**src/rtl/adc_trigger.sv**
```systemverilog
// Decimating level/slope trigger with hysteresis for the ADC capture path.
// Emits FRAME_LEN trigger-aligned decimated samples per frame with SOF/EOF strobes.
module adc_trigger #(
  parameter int DN        = 10,
  parameter int FRAME_LEN = 800,
  parameter int HYST      = 8,
  parameter int TIMEOUT   = 1000000
) (
  input  logic          clkADC,
  input  logic          n_reset,
  input  logic [DN-1:0] in_data,
  input  logic [DN-1:0] level,
  input  logic          slope,
  input  logic [1:0]    mode,
  input  logic [7:0]    decim,
  input  logic          rearm,
  output logic [DN-1:0] out_data,
  output logic          out_valid,
  output logic          out_sof,
  output logic          out_eof,
  output logic          armed,
  output logic          busy
);

  localparam int            TW     = $clog2(TIMEOUT + 1);
  localparam logic [TW-1:0] T_LAST = TW'(TIMEOUT - 1);
  localparam logic [15:0]   S_LAST = 16'(FRAME_LEN - 1);
  localparam logic [DN:0]   HYST_X = (DN + 1)'(HYST);
  localparam logic [DN:0]   MAX_X  = {1'b0, {DN{1'b1}}};

  typedef enum logic [1:0] {S_IDLE, S_WAIT, S_CAPTURE, S_DONE} state_t;

  state_t        r_state, w_next;
  logic [7:0]    r_dcnt;
  logic          r_stb1;
  logic [DN-1:0] r_samp;
  logic          r_flag;
  logic [TW-1:0] r_tcnt;
  logic [15:0]   r_scnt;
  logic          w_stb, w_arm_hit, w_fire, w_last, w_enter_wait;

  // Hysteresis thresholds saturate at the code range ends.
  function automatic logic f_arm(input logic [DN-1:0] s, input logic [DN-1:0] lv,
                                 input logic sl);
    logic [DN:0] hi_x;
    hi_x = {1'b0, lv} + HYST_X;
    if (!sl) begin
      if ({1'b0, lv} < HYST_X) f_arm = (s == '0);
      else                     f_arm = ({1'b0, s} < ({1'b0, lv} - HYST_X));
    end else begin
      if (hi_x > MAX_X) f_arm = (s == '1);
      else              f_arm = ({1'b0, s} > hi_x);
    end
  endfunction

  function automatic logic f_cross(input logic [DN-1:0] s, input logic [DN-1:0] lv,
                                   input logic sl);
    f_cross = sl ? (s <= lv) : (s >= lv);
  endfunction

  assign w_stb        = (r_dcnt == decim);
  assign w_arm_hit    = f_arm(r_samp, level, slope);
  assign w_fire       = (r_flag && f_cross(r_samp, level, slope)) ||
                        ((mode == 2'd1) && (r_tcnt >= T_LAST));
  assign w_last       = (r_scnt == S_LAST);
  assign w_enter_wait = (w_next == S_WAIT) && (r_state != S_WAIT);
  assign armed        = (r_state == S_WAIT);
  assign busy         = (r_state == S_CAPTURE);

  always_comb begin
    w_next = r_state;
    case (r_state)
      S_IDLE:    if (mode != 2'd3) w_next = S_WAIT;
      S_WAIT: begin
        if (mode == 2'd3)           w_next = S_IDLE;
        else if (r_stb1 && w_fire)  w_next = S_CAPTURE;
      end
      S_CAPTURE: if (r_stb1 && w_last) w_next = S_DONE;
      S_DONE: begin
        if (mode == 2'd3)      w_next = S_IDLE;
        else if (mode == 2'd2) begin
          if (rearm) w_next = S_WAIT;
        end else               w_next = S_WAIT;
      end
      default:   w_next = S_IDLE;
    endcase
  end

  // Stage 1: decimation strobe captures the raw sample.
  always_ff @(posedge clkADC) begin
    if (w_stb) r_samp <= in_data;
  end

  // Stage 2: trigger decision and frame output registers.
  always_ff @(posedge clkADC or negedge n_reset) begin
    if (!n_reset) begin
      r_state   <= S_IDLE;
      r_dcnt    <= '0;
      r_stb1    <= 1'b0;
      r_flag    <= 1'b0;
      r_tcnt    <= '0;
      r_scnt    <= '0;
      out_data  <= '0;
      out_valid <= 1'b0;
      out_sof   <= 1'b0;
      out_eof   <= 1'b0;
    end else begin
      r_state   <= w_next;
      r_dcnt    <= (r_dcnt >= decim) ? 8'd0 : r_dcnt + 8'd1;
      r_stb1    <= w_stb;
      out_valid <= 1'b0;
      out_sof   <= 1'b0;
      out_eof   <= 1'b0;
      if (w_enter_wait) begin
        r_flag <= 1'b0;
        r_tcnt <= '0;
      end else if (r_state == S_WAIT) begin
        if (mode == 2'd1 && r_tcnt < T_LAST) r_tcnt <= r_tcnt + 1'b1;
        if (r_stb1 && w_arm_hit)             r_flag <= 1'b1;
      end
      if (r_state == S_WAIT && w_next == S_CAPTURE) begin
        out_valid <= 1'b1;
        out_sof   <= 1'b1;
        out_data  <= r_samp;
        r_scnt    <= 16'd1;
      end else if (r_state == S_CAPTURE && r_stb1) begin
        out_valid <= 1'b1;
        out_eof   <= w_last;
        out_data  <= r_samp;
        r_scnt    <= r_scnt + 16'd1;
      end
    end
  end

endmodule

```
**config.mk**
```make
export PLATFORM = sky130hd
export DESIGN_NAME = adc_trigger
export DESIGN_NICKNAME = d
export VERILOG_FILES = /design/src/rtl/adc_trigger.sv
export SDC_FILE = /design/constraint.sdc
export NUM_CORES = 1
export LEC_CHECK = 0
export BUFFER_PORTS_ARGS = -buffer_cell sky130_fd_sc_hd__buf_2
export CAP_MARGIN = 20
export CORE_MARGIN = 3
export CORE_UTILIZATION = 59
export DETAILED_ROUTE_END_ITERATION = 8
export PLACE_DENSITY = 0.82
export SLEW_MARGIN = 15
export SYNTH_ARGS = -nofsm -noshare
export SYNTH_HDL_FRONTEND = slang
export SYNTH_SLANG_ARGS = --single-unit
```
**constraint.sdc**
```tcl
create_clock -name clkADC -period 3.1 [get_ports clkADC]
set_clock_uncertainty 0.15 [all_clocks]
set_input_delay 0.62 -clock clkADC [delete_from_list [all_inputs] [get_ports clkADC]]
set_output_delay 0.62 -clock clkADC [all_outputs]
set_load 0.05 [all_outputs]
```
==> results.cfg <==
[die]
io_pins = 49
rows = 30
fp.dieArea_sq_um = 8510
die_h_um = 92.25
initial_utilization_pct = 62.53
die_x_um = 92.25
coreArea_sq_um = 7019

[run_status]
status = completed

[flow_run]
maxCapViolCount = 0

[route]
wire_per_inst_um = 15.90
first_iter_violations = 121
wl_um = 9619
drt-pass1-iter-count = 4
num_vias = 3492
drc = 0
ant_nets = 0
viasPerCell = 5.772

[critical_path]
reg2regPathDepth = 9
cp-end-kind = register
arrival_ns = 2.83
crit_path_max_fanout = 16
start_kind = register
cp.required_ns = 3.16
setup.worst_path.class = register to register

[cts]
cts_hold_buffers = 0
clkLatencyLatePin_ns = 0.35
tritoncts = built
cts-root-buf = clkbuf_8
postCtsSetupBuffers = 0
numCtsBuffers = 9
clk_pin_slew_ns = 0.09
htreeDepth = 3
cts_resized = 0
clockBufferDepth = 2
clock-sinks = 71

[logic_synthesis]
synth_top_area_share_pct = 34.78
syn_area_sq_um = 4389
synth_edf_count = 10
async_reset_ff_share_pct = 85.92
synthCells = 441
ys_types = 62
synth_most_common_cell = dfrtp_1
ys_ff_latch = 71
synth_warnings = 0
synthesis.nets = 512
syn_area_per_cell_sq_um = 9.953
synth_largest_area_cell = dfrtp_1
synth_common_cells = dfrtp_1, nor2_1, ha_1
synthFlopType = dfrtp_1
yosys-top-cells-area = dfrtp_1, ha_1, edfxtp_1
ys_seq_area_share_pct = 41.62

[timing]
worstMarginPinSlew_ns = 0.6742
maxSlewHeadroom_pct = 55.05
max_freq_mhz = 360.3
min_period_ns = 2.775
grt_setup_unrepaired = false
period_share_pct = 89.52
setup_tns_ns = 0
drv_slew = 0
setup_viol = 0
hold_viol = 0

[layout]
final_core_util_pct = 71.00
nNetsFinal = 575
drive_above_1_share_pct = 19.84
final-seq-area_sq_um = 1827
syn2layout_area_growth_pct = 13.54
num-fill-cells = 530
multi_input_area_sq_um = 2404
diodes = 0

[global_routing]
grt_pass1_wl_um = 16390
grt_overflow = 0
antenna_found_initial = 0
grt_pass1_vias = 3533
grt_usage_pct = 23.96
grt_max_degree = 32

[hold_path]
min_path_type = input pin to asynchronous set/reset pin

[pwr]
p_leak_nw = 2.311
irDropWorstVdd_uv = 366.2
p_per_area_nw_per_um2 = 442.8

[placement]
io_buffers = 48
gp_congestion = 0.8951
dp_hpwl_um = 7345
layout make-up:
cell class,instances,area share (%)
multi-input cells,334,48.23
flip-flops and latches,71,36.66
repair buffers,60,6.628
clock buffers,10,2.988
well taps,96,2.410
inverters,28,2.109
clock inverters,6,0.9792
critical path, stage by stage, from the launching register on:
cell	delay (ns)
edfxtp_1	0.53
ha_1	0.35
and3_1	0.19
o21ai_1	0.13
a31oi_1	0.12
o21ai_0	0.23
nand4_1	0.22
buf_4	0.20
nand2_1	0.40
nor2_1	0.11
flip-flops by register name, indices dropped and copies added, names as in the netlist:
register,count
r_scnt,16
r_stb1,1
out_data,10
r_tcnt,20
out_valid,1
r_flag,1
r_state,2
out_sof,1
out_eof,1
r_dcnt,8
r_samp,10
where the power goes:
part	switching, mW	internal (mW)	leakage (nW)
registers	0.0757	1.00	0.843
logic	0.215	0.178	1.37
clock network	0.384	0.351	0.0984
cells in the final DEF (no fill, tap or decap), drive strengths merged, types with 3 or more instances in the layout:
| cell type | netlist | routed |
|---|---|---|
| nand4 | 18 | 18 |
| or3 | 4 | 4 |
| ha | 37 | 37 |
| a21o | 7 | 7 |
| nand3 | 24 | 24 |
| o31ai | 4 | 4 |
| nor2b | 4 | 4 |
| and3 | 8 | 8 |
| nand4b | 3 | 3 |
| a21oi | 10 | 10 |
| inv | 28 | 32 |
| nor2 | 61 | 61 |
| nor3 | 10 | 10 |
| mux2 | 10 | 10 |
| edfxtp | 10 | 10 |
| nand2 | 29 | 29 |
| nor4 | 5 | 5 |
| o211ai | 3 | 3 |
| dfrtp | 61 | 61 |
| xnor2 | 24 | 24 |
| o21ai | 10 | 10 |
| and2 | 5 | 5 |
| buf | 7 | 60 |
| xor2 | 22 | 22 |
| a31oi | 5 | 5 |
| and4 | 4 | 4 |
| clkbuf | 1 | 10 |
metrics by stage:
stage	setup WS (ns)	hold slack [ns]	cell area (sq um)	instances	total power [mW]
finish	0.3247	0.1435	4984	605	2.207
global route	0.08308	0.1739	4984	605	2.323
CTS	0.3130	0.1671	4984	605	2.215
detailed placement	0.03794	0.3470	4786	589	1.480
global placement	0.1366	0.3398	4786	589	1.452
floorplan	0.3640	0.1744	4389	441	1.346
path summary, 6_finish.rpt:
| path | start | endpoint | slack (ns) |
|---|---|---|---|
| setup / recovery | r_samp[4] | r_scnt[5] | 0.32 |
| hold / removal | n_reset | r_dcnt[1] | 0.14 |
| setup reg to reg | r_samp[4] | r_scnt[5] | 0.32 |
| hold reg to reg | out_data[2] | out_data[2] | 0.38 |
| max in group asynchronous | n_reset | r_tcnt[17] | 1.95 |
| min in group clkADC | in_data[4] | r_samp[4] | 0.29 |
layer usage:
metal / GRT usage, % / share of wire, % / routed length, um / vias up
li1: - / - / - / 1694
met1: 31.40 / 44 / 4272 / 1683
met2: 40.27 / 50 / 4771 / 94
met3: 4.266 / 4.0 / 385 / 21
met4: 7.797 / 2.0 / 189 / 0
met5: 0 / 0 / 0 / -
cells by family (layout without fill, tap and decap cells):
group | count (synthesis) | after routing | share of synthesized area [%]
simple gates | 181 | 181 | 21.66
flops | 71 | 71 | 41.62
compound gates | 58 | 58 | 9.578
xor+xnor | 46 | 46 | 9.179
fa+ha+maj | 37 | 37 | 10.55
buf+inv | 36 | 104 | 3.620
mux | 12 | 12 | 3.791
(Power assumes the default switching activity.)
